File: src/rtl/ravens_pkt_arbiter.sv
// rtl/ravens_pkt_arbiter.sv - spike FIFO, RUN timer and fixed-priority packet arbiter
// Merges host commands, periodic RUN packets and buffered spikes onto one registered stream.
module ravens_pkt_arbiter #(
  parameter int         PKT_BITS   = 32,
  parameter int         FIFO_DEPTH = 4,
  parameter int         RUN_PERIOD = 1000,
  parameter logic [2:0] RUN_OPCODE = 3'b011
) (
  input  logic                          clk,
  input  logic                          rst_n,
  input  logic [PKT_BITS-1:0]           spk_pkt,
  input  logic                          spk_valid,
  input  logic [PKT_BITS-1:0]           cmd_pkt,
  input  logic                          cmd_valid,
  output logic                          cmd_ready,
  input  logic                          run_en,
  output logic [PKT_BITS-1:0]           out_pkt,
  output logic                          out_valid,
  input  logic                          out_ready,
  output logic [$clog2(FIFO_DEPTH):0]   fifo_level,
  output logic [15:0]                   drop_cnt,
  output logic                          run_overrun
);

  localparam int AW = $clog2(FIFO_DEPTH);
  localparam int LW = AW + 1;
  localparam int CW = $clog2(RUN_PERIOD);
  localparam logic [PKT_BITS-1:0] RUN_PKT = {RUN_OPCODE, {(PKT_BITS-4){1'b0}}, 1'b1};

  logic [PKT_BITS-1:0] mem_q [FIFO_DEPTH];
  logic [PKT_BITS-1:0] mem_d [FIFO_DEPTH];
  logic [AW-1:0]       wr_ptr_q, wr_ptr_d;
  logic [AW-1:0]       rd_ptr_q, rd_ptr_d;
  logic [LW-1:0]       level_q, level_d;
  logic [15:0]         drop_cnt_q, drop_cnt_d;
  logic [CW-1:0]       run_cnt_q, run_cnt_d;
  logic                run_pending_q, run_pending_d;
  logic                run_overrun_q, run_overrun_d;
  logic [PKT_BITS-1:0] out_pkt_q, out_pkt_d;
  logic                out_valid_q, out_valid_d;

  logic fifo_full, fifo_empty, load;
  logic sel_cmd, sel_run, sel_fifo, fifo_wr, run_wrap;

  assign fifo_full  = (level_q == LW'(FIFO_DEPTH));
  assign fifo_empty = (level_q == '0);
  assign load       = !out_valid_q || out_ready;
  assign sel_cmd    = load && cmd_valid;
  assign sel_run    = load && !cmd_valid && run_pending_q;
  assign sel_fifo   = load && !cmd_valid && !run_pending_q && !fifo_empty;
  // A full FIFO still takes a spike when the head leaves on the same edge.
  assign fifo_wr    = spk_valid && (!fifo_full || sel_fifo);
  assign run_wrap   = run_en && (run_cnt_q == CW'(RUN_PERIOD - 1));

  always_comb begin
    mem_d      = mem_q;
    wr_ptr_d   = wr_ptr_q;
    rd_ptr_d   = rd_ptr_q;
    level_d    = level_q;
    drop_cnt_d = drop_cnt_q;
    if (fifo_wr) begin
      mem_d[wr_ptr_q] = spk_pkt;
      wr_ptr_d        = wr_ptr_q + AW'(1);
    end
    if (sel_fifo) rd_ptr_d = rd_ptr_q + AW'(1);
    case ({fifo_wr, sel_fifo})
      2'b10:   level_d = level_q + LW'(1);
      2'b01:   level_d = level_q - LW'(1);
      default: level_d = level_q;
    endcase
    if (spk_valid && !fifo_wr && drop_cnt_q != 16'hFFFF) drop_cnt_d = drop_cnt_q + 16'd1;
  end

  always_comb begin
    run_cnt_d     = '0;
    run_pending_d = run_pending_q;
    run_overrun_d = run_overrun_q;
    if (run_en && !run_wrap) run_cnt_d = run_cnt_q + CW'(1);
    // Loading a RUN on a wrap edge hands the new period straight back to pending.
    if (sel_run) begin
      run_pending_d = run_wrap;
    end else if (run_wrap) begin
      run_pending_d = 1'b1;
      if (run_pending_q) run_overrun_d = 1'b1;
    end
  end

  always_comb begin
    out_pkt_d   = out_pkt_q;
    out_valid_d = out_valid_q;
    if (load) begin
      out_valid_d = sel_cmd || sel_run || sel_fifo;
      if (sel_cmd)       out_pkt_d = cmd_pkt;
      else if (sel_run)  out_pkt_d = RUN_PKT;
      else if (sel_fifo) out_pkt_d = mem_q[rd_ptr_q];
    end
  end

  always_ff @(posedge clk or negedge rst_n) begin
    if (!rst_n) begin
      for (int i = 0; i < FIFO_DEPTH; i++) mem_q[i] <= '0;
      wr_ptr_q      <= '0;
      rd_ptr_q      <= '0;
      level_q       <= '0;
      drop_cnt_q    <= '0;
      run_cnt_q     <= '0;
      run_pending_q <= 1'b0;
      run_overrun_q <= 1'b0;
      out_pkt_q     <= '0;
      out_valid_q   <= 1'b0;
    end else begin
      mem_q         <= mem_d;
      wr_ptr_q      <= wr_ptr_d;
      rd_ptr_q      <= rd_ptr_d;
      level_q       <= level_d;
      drop_cnt_q    <= drop_cnt_d;
      run_cnt_q     <= run_cnt_d;
      run_pending_q <= run_pending_d;
      run_overrun_q <= run_overrun_d;
      out_pkt_q     <= out_pkt_d;
      out_valid_q   <= out_valid_d;
    end
  end

  assign cmd_ready   = sel_cmd;
  assign out_pkt     = out_pkt_q;
  assign out_valid   = out_valid_q;
  assign fifo_level  = level_q;
  assign drop_cnt    = drop_cnt_q;
  assign run_overrun = run_overrun_q;

endmodule

File: config.mk
export PLATFORM = sky130hd
export DESIGN_NAME = ravens_pkt_arbiter
export DESIGN_NICKNAME = d
export VERILOG_FILES = /design/src/rtl/ravens_pkt_arbiter.sv
export SDC_FILE = /design/constraint.sdc
export NUM_CORES = 1
export LEC_CHECK = 0
export ABC_CLOCK_PERIOD_IN_PS = 2600
export BUFFER_PORTS_ARGS = -buffer_cell sky130_fd_sc_hd__buf_4
export CAP_MARGIN = 20
export CORE_ASPECT_RATIO = 0.75
export CORE_UTILIZATION = 46
export CTS_CLUSTER_SIZE = 28
export DETAILED_ROUTE_END_ITERATION = 7
export PLACE_DENSITY = 0.66
export SLEW_MARGIN = 20
export SYNTH_ARGS = -nofsm -noshare
export SYNTH_HDL_FRONTEND = slang
export SYNTH_SLANG_ARGS = --single-unit
File: constraint.sdc
create_clock -name clk -period 2.6 [get_ports clk]
set_input_delay 0.26 -clock clk [delete_from_list [all_inputs] [get_ports clk]]
set_output_delay 0.26 -clock clk [all_outputs]
set_load 0.005 [all_outputs]
==> flow_metrics.tcl, run 1 <==
set metrics [dict create \
    vias 5539 \
    ir_worst_vdd_v 0.000665 \
    cp_max_fo 5 \
    yosysMostFrequentCell "dfrtp_1" \
    cts_tree "done" \
    tightest_slew_ps 840 \
    maxCapViolCount 0 \
    leakage_nw 4.84 \
    grtUsageMet2_pct 33.9 \
    p_per_area_nw_per_um2 1180 \
    critPathSlowestCell "nor3_1" \
    grtUsageMet3_pct 5.31 \
    grt_use_met1_pct 28.2 \
    wl_mm 19.2 \
    routabilityCongestion 0.769 \
    clkTransAtPathRegs_ps 70 \
    pin_count 124 \
    drive_gt1_share_pct 45.5 \
    cp_common_cell "xor2_1" \
    vias_per_cell 5.48 \
    synth-async-reset-ratio_pct 100 \
    slew_viol_final 0 \
    drt_iter0_markers 438 \
    synth_common_cells "dfrtp_1 (196), mux2_2 (122), nor2_1 (45), mux4_2 (32), a21oi_1 (30)" \
    detail_route.wl_per_cell_um 19.0 \
    hold_viol_final 0 \
    cts_sinks 196 \
    port_buffers 123 \
    grt_util_all_layers_pct 20.9 \
    antenna_found_initial 0 \
    grt_pass1_wl_mm 31.2 \
    grt_max_degree 102 \
    max_slew_margin_pct 44.0 \
    core_um2 18600 \
    final.setup_skew_ps 7.58 \
    clock_path_buffers 2 \
    firstDrtPassIters 4 \
    min_path_type "in2reg" \
    synth_top_area_share_pct 55.8 \
    diodes 0 \
    synth-edff-count 0 \
    ys_types 41 \
    htree_levels 4 \
    yosys-top-cells-area "dfrtp_1 (56%), mux2_2 (16%), mux4_2 (8.2%), a22oi_1 (2.5%), xor2_1 (2.1%)" \
    dieArea_um2 19700 \
    grt_overflow_total 0 \
    setup_viol 0 \
    nNetsFinal 828 \
    synth_top_area_cell "dfrtp_1" \
    critical-path-max-stage-delay_ps 460 \
    dp_hpwl_mm 12.9 \
    die_y_um 122 \
    power_w 0.0127 \
    grt_pass1_vias 5802 \
    die_x_um 162 \
    grt_most_used_layer "met2" \
    status "finished, final reports clean" \
    worstSetupPathType "reg2reg" \
    avgSynthCellArea_um2 14.1 \
    ctsResizeCount 0 \
    numCtsBuffers 17 \
    crit_arrival_ps 2720 \
    worstSkewPairLatency_ps 430 \
    yosysSeqAreaShare_pct 55.8 \
    syn_area_um2 8790 \
    postCtsSetupBuffers 0 \
    finalCritPeriodShare_pct 91.6 \
    initial_core_util_pct 47.2 \
    drc_errors 0 \
    worst_setup_path_start_kind "flip-flop" \
    syn_nets 700 \
    synth_cells 622 \
    setup_tns_ps 0 \
    root_buffer "clkbuf_16" \
    r2r_slack_ps 220 \
    whs_ps 79.7 \
    ys.flop_type "dfrtp_1" \
    yosys_register_bits 196 \
    min_period_ps 2380 \
    fmaxAchievable_mhz 420 \
    ys_warn_count 0 \
    cp.required_ps 2940 \
    num_rows 43 \
    ant_nets 0 \
    rsz0062_at_grt "false" \
    crit_chain "or2_0, nor3_1, ha_1, inv_1, fa_1, xor2_1, nor2_1, xor2_1" \
    cp-end-kind "flip-flop" \
    syn2layout_area_growth_pct 21.9 \
]
## routing by layer
| layer | vias up | wire [um] | share of wire (%) |
|---|---|---|---|
| met1 | 2855 | 8630 | 45 |
| met3 | 19 | 1030 | 5.4 |
| met4 | 0 | 247 | 1.3 |
| met5 | - | 0 | 0 |
| li1 | 2521 | - | - |
| met2 | 144 | 9300 | 48 |
## cell type report
cell class / instances / area, um2
clock inverter: 15 / 223
inverter: 10 / 37.5
tap: 247 / 309
timing repair buffer: 144 / 1180
clock buffer: 17 / 425
sequential: 196 / 4910
multi-input combinational: 381 / 3630
fill: 1500 / 7900
## cells by family (layout without fill, tap and decap cells)
logic type               count (synthesis)  in the layout  share of synthesized area (%)
buffers and inverters                   45            186                           3.03
multiplexers                           163            163                           25.3
AND/OR/NAND/NOR                        111            111                           6.56
AO/OA/AOI/OAI                           70             70                           5.15
flip-flops                             196            196                           55.8
XOR/XNOR                                29             29                           2.89
adder cells (fa/ha/maj)                  8              8                           1.22
## stage by stage
| step | cell area [um2] | worst slack, ps | utilization [%] | cells |
|---|---|---|---|---|
| floorplan | 8790 | 452 | - | 622 |
| global placement | 10000 | 354 | 53.9 | 976 |
| detailed placement | 10100 | 198 | 54.0 | 977 |
| CTS | 10700 | 228 | 57.6 | 1010 |
| global route | 10700 | 38.9 | 57.6 | 1010 |
| finish | 10700 | 219 | 57.6 | 1010 |
## final timing paths
check	start	end	cells past startpoint
max reg2reg	run_pending_q	fifo_level[2]	8
max	run_pending_q	fifo_level[2]	8
min reg2reg	run_overrun	run_overrun	1
min in group asynchronous	rst_n	drop_cnt[2]	2
max in group asynchronous	rst_n	mem_q[30]	3
min	run_en	run_cnt_q[2]	2
## registers in the layout, indices dropped and copies added, names as in the netlist
| register | cells |
|---|---|
| out_valid | 1 |
| run_overrun | 1 |
| rd_ptr_q | 2 |
| fifo_level | 3 |
| out_pkt | 32 |
| drop_cnt | 16 |
| run_pending_q | 1 |
| mem_q | 128 |
| wr_ptr_q | 2 |
| run_cnt_q | 10 |
## critical path: cells and delay by family (launching register included)
kind	cells	cell delay (ps)
simple gates	3	900
fa+ha+maj	2	640
flops	1	390
xor+xnor	2	310
buf+inv	1	60
## placed cells by master, fill, tap and decap left out, types with 4 or more instances in the layout
| cell type | Yosys | routed |
|---|---|---|
| dfrtp_1 | 196 | 194 |
| buf_4 | 0 | 135 |
| mux2_2 | 122 | 122 |
| nor2_1 | 45 | 45 |
| mux4_2 | 32 | 32 |
| a22oi_1 | 29 | 29 |
| a21oi_1 | 30 | 29 |
| xor2_1 | 21 | 21 |
| clkbuf_16 | 0 | 17 |
| nand2_1 | 12 | 12 |
| nor3_1 | 11 | 11 |
| inv_1 | 10 | 10 |
| nand3_1 | 9 | 9 |
| xnor2_1 | 8 | 8 |
| mux2_4 | 8 | 8 |
| ha_1 | 7 | 7 |
| buf_12 | 0 | 6 |
| nand4_1 | 5 | 5 |
| and3_1 | 5 | 5 |
| nor4_1 | 5 | 5 |
| nand3_2 | 4 | 4 |
| o21ai_0 | 4 | 4 |
| bufinv_16 | 0 | 4 |
## where the power goes
group	switching, W	internal, W	total [W]
combinational	0.00175	0.00281	0.00456
sequential	0.000830	0.00443	0.00526
clock	0.00122	0.00164	0.00286
## what timing repair did
action	CTS	global route
setup endpoints to repair	0	0
hold buffers	1	0
hold endpoints to repair	98	0
(Power assumes the default switching activity.)
==> run 2, diff against run 1 <==
--- a/config.mk
+++ b/config.mk
@@ -9,9 +9,11 @@
 export BUFFER_PORTS_ARGS = -buffer_cell sky130_fd_sc_hd__buf_4
 export CAP_MARGIN = 20
 export CORE_ASPECT_RATIO = 0.75
+export CORE_MARGIN = 3
 export CORE_UTILIZATION = 46
 export CTS_CLUSTER_SIZE = 28
 export DETAILED_ROUTE_END_ITERATION = 7
+export GPL_TIMING_DRIVEN = 0
 export PLACE_DENSITY = 0.66
 export SLEW_MARGIN = 20
 export SYNTH_ARGS = -nofsm -noshare
==> run 2 against run 1 <==
Register-to-register slack about the same; non-clock buffer count increased by 17; global-route usage decreased by 0.46 points; cell count increased by 1.7%; worst hold slack got worse by 16 ps; final area about the same; first-iteration DRC count decreased by 18%; sequential power decreased by 2%; largest power group unchanged.
==> flow_metrics.tcl, run 2 (synthesized netlist as in run 1, its figures left out) <==
set metrics [dict create \
    status "finished, final reports clean" \
    dp_hpwl_mm 14.0 \
    holdPathEnd "run_pending_q" \
    vias_per_cell 5.46 \
    die_x_um 166 \
    multi_input_area_um2 3620 \
    p_per_area_nw_per_um2 1180 \
    grt_pass1_vias 6059 \
    drt_iter0_markers 358 \
    grt_util_all_layers_pct 20.5 \
    cp.required_ps 2960 \
    reg2reg_from "out_valid" \
    hold_viol_final 0 \
    routabilityCongestion 0.781 \
    mostFrequentLayoutCells "dfrtp_1 (196), mux2_2 (122), buf_4 (122)" \
    cp_common_cell "xor2_1" \
    numCtsBuffers 17 \
    grt_max_degree 74 \
    max_slew_margin_pct 41.8 \
    largest_register_ffs 128 \
    cts_sinks 196 \
    hp-start "run_en" \
    timing.rr.end "fifo_level[2]" \
    min_period_ps 2370 \
    critPathSlowestCell "nor3_1" \
    hold_depth 3 \
    top_register "mem_q" \
    crit_arrival_ps 2730 \
    grt_overflow_total 0 \
    min_path_type "in2reg" \
    port_buffers 123 \
    r2r.worst_path.cells 9 \
    tightest_slew_ps 873 \
    setup_tns_ps 0 \
    leakage_nw 4.85 \
    drive_gt1_share_pct 44.2 \
    ant_nets 0 \
    root_buffer "clkbuf_16" \
    antenna_found_initial 0 \
    clkTransAtPathRegs_ps 70 \
    cts_tree "done" \
    worst_setup_path_startpoint "out_valid" \
    nFillCells 1510 \
    cp_top_family "simple AND/OR/NAND/NOR gates" \
    firstDrtPassIters 4 \
    ir_worst_vdd_v 0.000518 \
    worstSetupPathType "reg2reg" \
    num_rows 43 \
    syn2layout_area_growth_pct 21.8 \
    core_um2 18600 \
    cp_max_fo 7 \
    nNetsFinal 845 \
    clock_path_buffers 2 \
    diodes 0 \
    cp-end-kind "flip-flop" \
    path_depth 9 \
    htree_levels 4 \
    pin_count 124 \
    setup_viol 0 \
    die_y_um 126 \
    initial_core_util_pct 47.2 \
    ff_latch_area_um2 4900 \
    mostFrequentLayoutCell "dfrtp_1" \
    slew_viol_final 0 \
    wl_mm 20.2 \
    drc_errors 0 \
    maxCapViolCount 0 \
    r2r_slack_ps 230 \
    crit_chain "nor2b_1, clkbuf_2, nor3_1, ha_1, inv_1, fa_1, xor2_1, nor2_1, xor2_1" \
    rsz0062_at_grt "false" \
    worst-path-buf-inv 2 \
    detail_route.wl_per_cell_um 19.7 \
    worst_setup_path_start_kind "flip-flop" \
    critical-path-max-stage-delay_ps 430 \
    dieArea_um2 20800 \
    whs_ps 63.8 \
    grt_pass1_wl_mm 32.7 \
    worstSkewPairLatency_ps 440 \
    fmaxAchievable_mhz 422 \
    final.setup_skew_ps 10.3 \
    finalCritPeriodShare_pct 91.2 \
    vias 5606 \
]
[run 2: cell types whose count changed in the layout (fill, tap and decap cells not counted), moves of 4 or more]
cell and change:
buf_4 -13, buf_12 -6, buf_6 +12, clkinv_4 +4, clkbuf_1 +15, buf_2 +6
[run 2: where the power goes]
| group | switching [W] | total [W] | internal [W] |
|---|---|---|---|
| Sequential | 0.000744 | 0.00517 | 0.00443 |
| Clock | 0.00120 | 0.00271 | 0.00152 |
| Combinational | 0.00188 | 0.00470 | 0.00282 |
| Total | 0.00383 | 0.0126 | 0.00876 |
[run 2: layer usage]
| metal | share of wire, % | GRT usage (%) | vias up | wire, um |
|---|---|---|---|---|
| li1 | - | - | 2556 | - |
| met3 | 5.4 | 4.27 | 20 | 1090 |
| met2 | 49 | 33.2 | 131 | 9910 |
| met4 | 1.2 | 5.87 | 0 | 246 |
| met1 | 44 | 28.1 | 2899 | 8940 |
| met5 | 0 | 0 | - | 0 |
[run 2: how the worst max path moves through the flow]
stage / to / slack, ps
after floorplan: fifo_level[2] / 450
after global placement: out_pkt[14] / 60
after detailed placement: fifo_level[2] / 140
after CTS: fifo_level[2] / 110
after global routing: fifo_level[2] / 40
final: fifo_level[2] / 230
[run 2: area by class of cell]
cell class	instances	share of cell area (%)
multi-input cells	381	33.8
inverters	10	0.351
plain buffers	35	2.15
well taps	247	2.89
repair buffers	126	9.30
clock buffers	20	4.36
clock inverters	12	1.37
flip-flops and latches	196	45.8
[run 2: worst register-to-register path, cell delays in order (launching register included)]
cell	delay, ps
dfrtp_1	410
nor2b_1	140
clkbuf_2	180
nor3_1	430
ha_1	260
inv_1	70
fa_1	380
xor2_1	150
nor2_1	120
xor2_1	160
[run 2: what timing repair did]
item	CTS	global route
endpoints found under the hold margin	53	0
hold buffers	1	0
setup buffers	0	0
endpoints found under the setup margin	0	1
gates resized for setup	0	2
[run 2: per-stage QoR]
stage	setup slack, ps	utilization (%)	power, W	instances	instance area [um2]
after floorplan	452	-	0.00835	622	8790
final	229	57.5	0.0126	1027	10700
after global routing	44.1	57.5	0.0134	1027	10700
after detailed placement	144	54.2	0.00997	994	10100
after global placement	59.8	53.8	0.00967	992	10000
after CTS	114	57.5	0.0127	1027	10700
==> run 3, diff against run 2 <==
--- a/config.mk
+++ b/config.mk
@@ -11,9 +11,7 @@
 export CORE_ASPECT_RATIO = 0.75
 export CORE_MARGIN = 3
 export CORE_UTILIZATION = 46
-export CTS_CLUSTER_SIZE = 28
 export DETAILED_ROUTE_END_ITERATION = 7
-export GPL_TIMING_DRIVEN = 0
 export PLACE_DENSITY = 0.66
 export SLEW_MARGIN = 20
 export SYNTH_ARGS = -nofsm -noshare
==> run 3 against run 2 <==
Worst hold slack improved by 23 ps; utilization fell by 0.83 points; clock skew rose by 1.0 ps; highest routed layer unchanged; largest power group unchanged; register-to-register slack improved by 20 ps; global-route usage fell by 0.87 points; combinational power fell by 3%; first-iteration DRC count fell by 23%; final area fell by 1.4%; clock-buffer cell count rose by 3; sequential share of layout area rose by 0.69 points; maximum frequency rose by 0.95%; via count fell by 2.3%.
==> flow_metrics.tcl, run 3 (synthesized netlist as in run 1, its figures left out) <==
set metrics [dict create \
    fmaxAchievable_mhz 426 \
    cp.required_ps 2930 \
    die_x_um 166 \
    fin_ws_ps 251 \
    grt_use_met1_pct 26.9 \
    worstSetupPathType "reg2reg" \
    numCtsBuffers 17 \
    hold_viol_final 0 \
    cts_sinks 196 \
    largest_register_ffs 128 \
    cts_tree "done" \
    pin_count 124 \
    syn2layout_area_growth_pct 20.1 \
    pre_cts_ws_ps 276 \
    worst_setup_path_start_kind "flip-flop" \
    port_buffers 123 \
    ff_latch_area_um2 4910 \
    ctsResizeCount 0 \
    min_path_type "in2reg" \
    tightest_slew_ps 699 \
    min_period_ps 2350 \
    drt_iter0_markers 274 \
    multi_input_area_um2 3630 \
    maxCapViolCount 0 \
    max_slew_margin_pct 53.4 \
    p_per_area_nw_per_um2 1160 \
    status "finished, final reports clean" \
    ir_worst_vdd_v 0.000465 \
    grt_overflow_total 0 \
    dieArea_um2 20800 \
    grt_most_used_layer "met2" \
    root_buffer "clkbuf_16" \
    cp_max_fo 5 \
    dp_hpwl_mm 13.3 \
    drc_errors 0 \
    ant_nets 0 \
    whs_ps 86.4 \
    mostFrequentLayoutCells "dfrtp_1 (194), buf_4 (142), mux2_2 (122)" \
    worst-path-buf-inv 1 \
    critPathSlowestCell "nor3_1" \
    nNetsFinal 830 \
    antenna_found_initial 0 \
    drive_gt1_share_pct 45.1 \
    finalCritPeriodShare_pct 90.4 \
    setup_viol 0 \
    top_register "mem_q" \
    crit_chain "or2_0, nor3_1, ha_1, inv_1, fa_1, xor2_1, nor2_1, xor2_1" \
    grtUsageMet3_pct 5.29 \
    nFillCells 1517 \
    place_inst 979 \
    cp-end-kind "flip-flop" \
    fin_cells 1012 \
    leakage_nw 4.77 \
    cp_common_cell "xor2_1" \
    grtUsageMet2_pct 31.6 \
    slew_viol_final 0 \
    grt_pass1_vias 5962 \
    mostFrequentLayoutCell "dfrtp_1" \
    power_w 0.0122 \
    firstDrtPassIters 4 \
    cp_top_family "simple AND/OR/NAND/NOR gates" \
    critical-path-max-stage-delay_ps 430 \
    wl_mm 19.3 \
    diodes 0 \
    crit_arrival_ps 2680 \
    vias 5476 \
    htree_levels 4 \
    setup_tns_ps 0 \
    clkTransAtPathRegs_ps 70 \
    vias_per_cell 5.41 \
    grt_max_degree 83 \
    rsz0062_at_grt "false" \
    final.setup_skew_ps 11.3 \
    routabilityCongestion 0.756 \
    grt_util_all_layers_pct 19.6 \
    detail_route.wl_per_cell_um 19.1 \
    clock_path_buffers 2 \
    worstSkewPairLatency_ps 410 \
    grt_pass1_wl_mm 31.7 \
    core_um2 18600 \
    num_rows 43 \
    initial_core_util_pct 47.2 \
    die_y_um 126 \
]
-- run 3: worst paths after layout --
kind | depth (start not counted) | to | from | slack (ps)
max in group asynchronous | 3 | mem_q[49] | rst_n | 1260
worst max-delay path | 8 | fifo_level[2] | run_pending_q | 250
worst min register to register | 1 | drop_cnt[15] | drop_cnt[15] | 490
worst min-delay path | 2 | run_cnt_q[2] | run_en | 90
worst max register to register | 8 | fifo_level[2] | run_pending_q | 250
min in group asynchronous | 2 | drop_cnt[2] | rst_n | 440
-- run 3: cell type report --
cell class / instances / share of cell area (%)
clock inverters: 9 / 0.700
clock buffers: 23 / 4.43
flip-flops and latches: 196 / 46.5
repair buffers: 146 / 10.7
inverters: 10 / 0.356
well taps: 247 / 2.93
multi-input cells: 381 / 34.4
-- run 3: timing repair --
action | 4_1_cts | 5_1_grt
hold buffers | 1 | 0
buffers inserted | 0 | 0
hold endpoints to repair | 78 | 0
setup endpoints to repair | 0 | 0
-- run 3: power breakdown --
part           leakage, nW  switching [W]  internal (W)
Combinational         2.15        0.00178       0.00279
Sequential            2.36       0.000812       0.00443
Clock                0.255        0.00113       0.00129
-- run 3: routing by layer --
layer  share of wire, %  wire (um)  up-vias
met5                  0          0        -
met4               0.52        101        0
met3                5.9       1130       11
met2                 49       9410      119
met1                 45       8670     2812
li1                   -          -     2534
-- run 3: through the flow --
step,area [um2],utilization [%]
finish,10600,56.7
global route,10600,56.7
detailed placement,10000,53.7
CTS,10600,56.7
floorplan,8790,-
global placement,10000,53.7
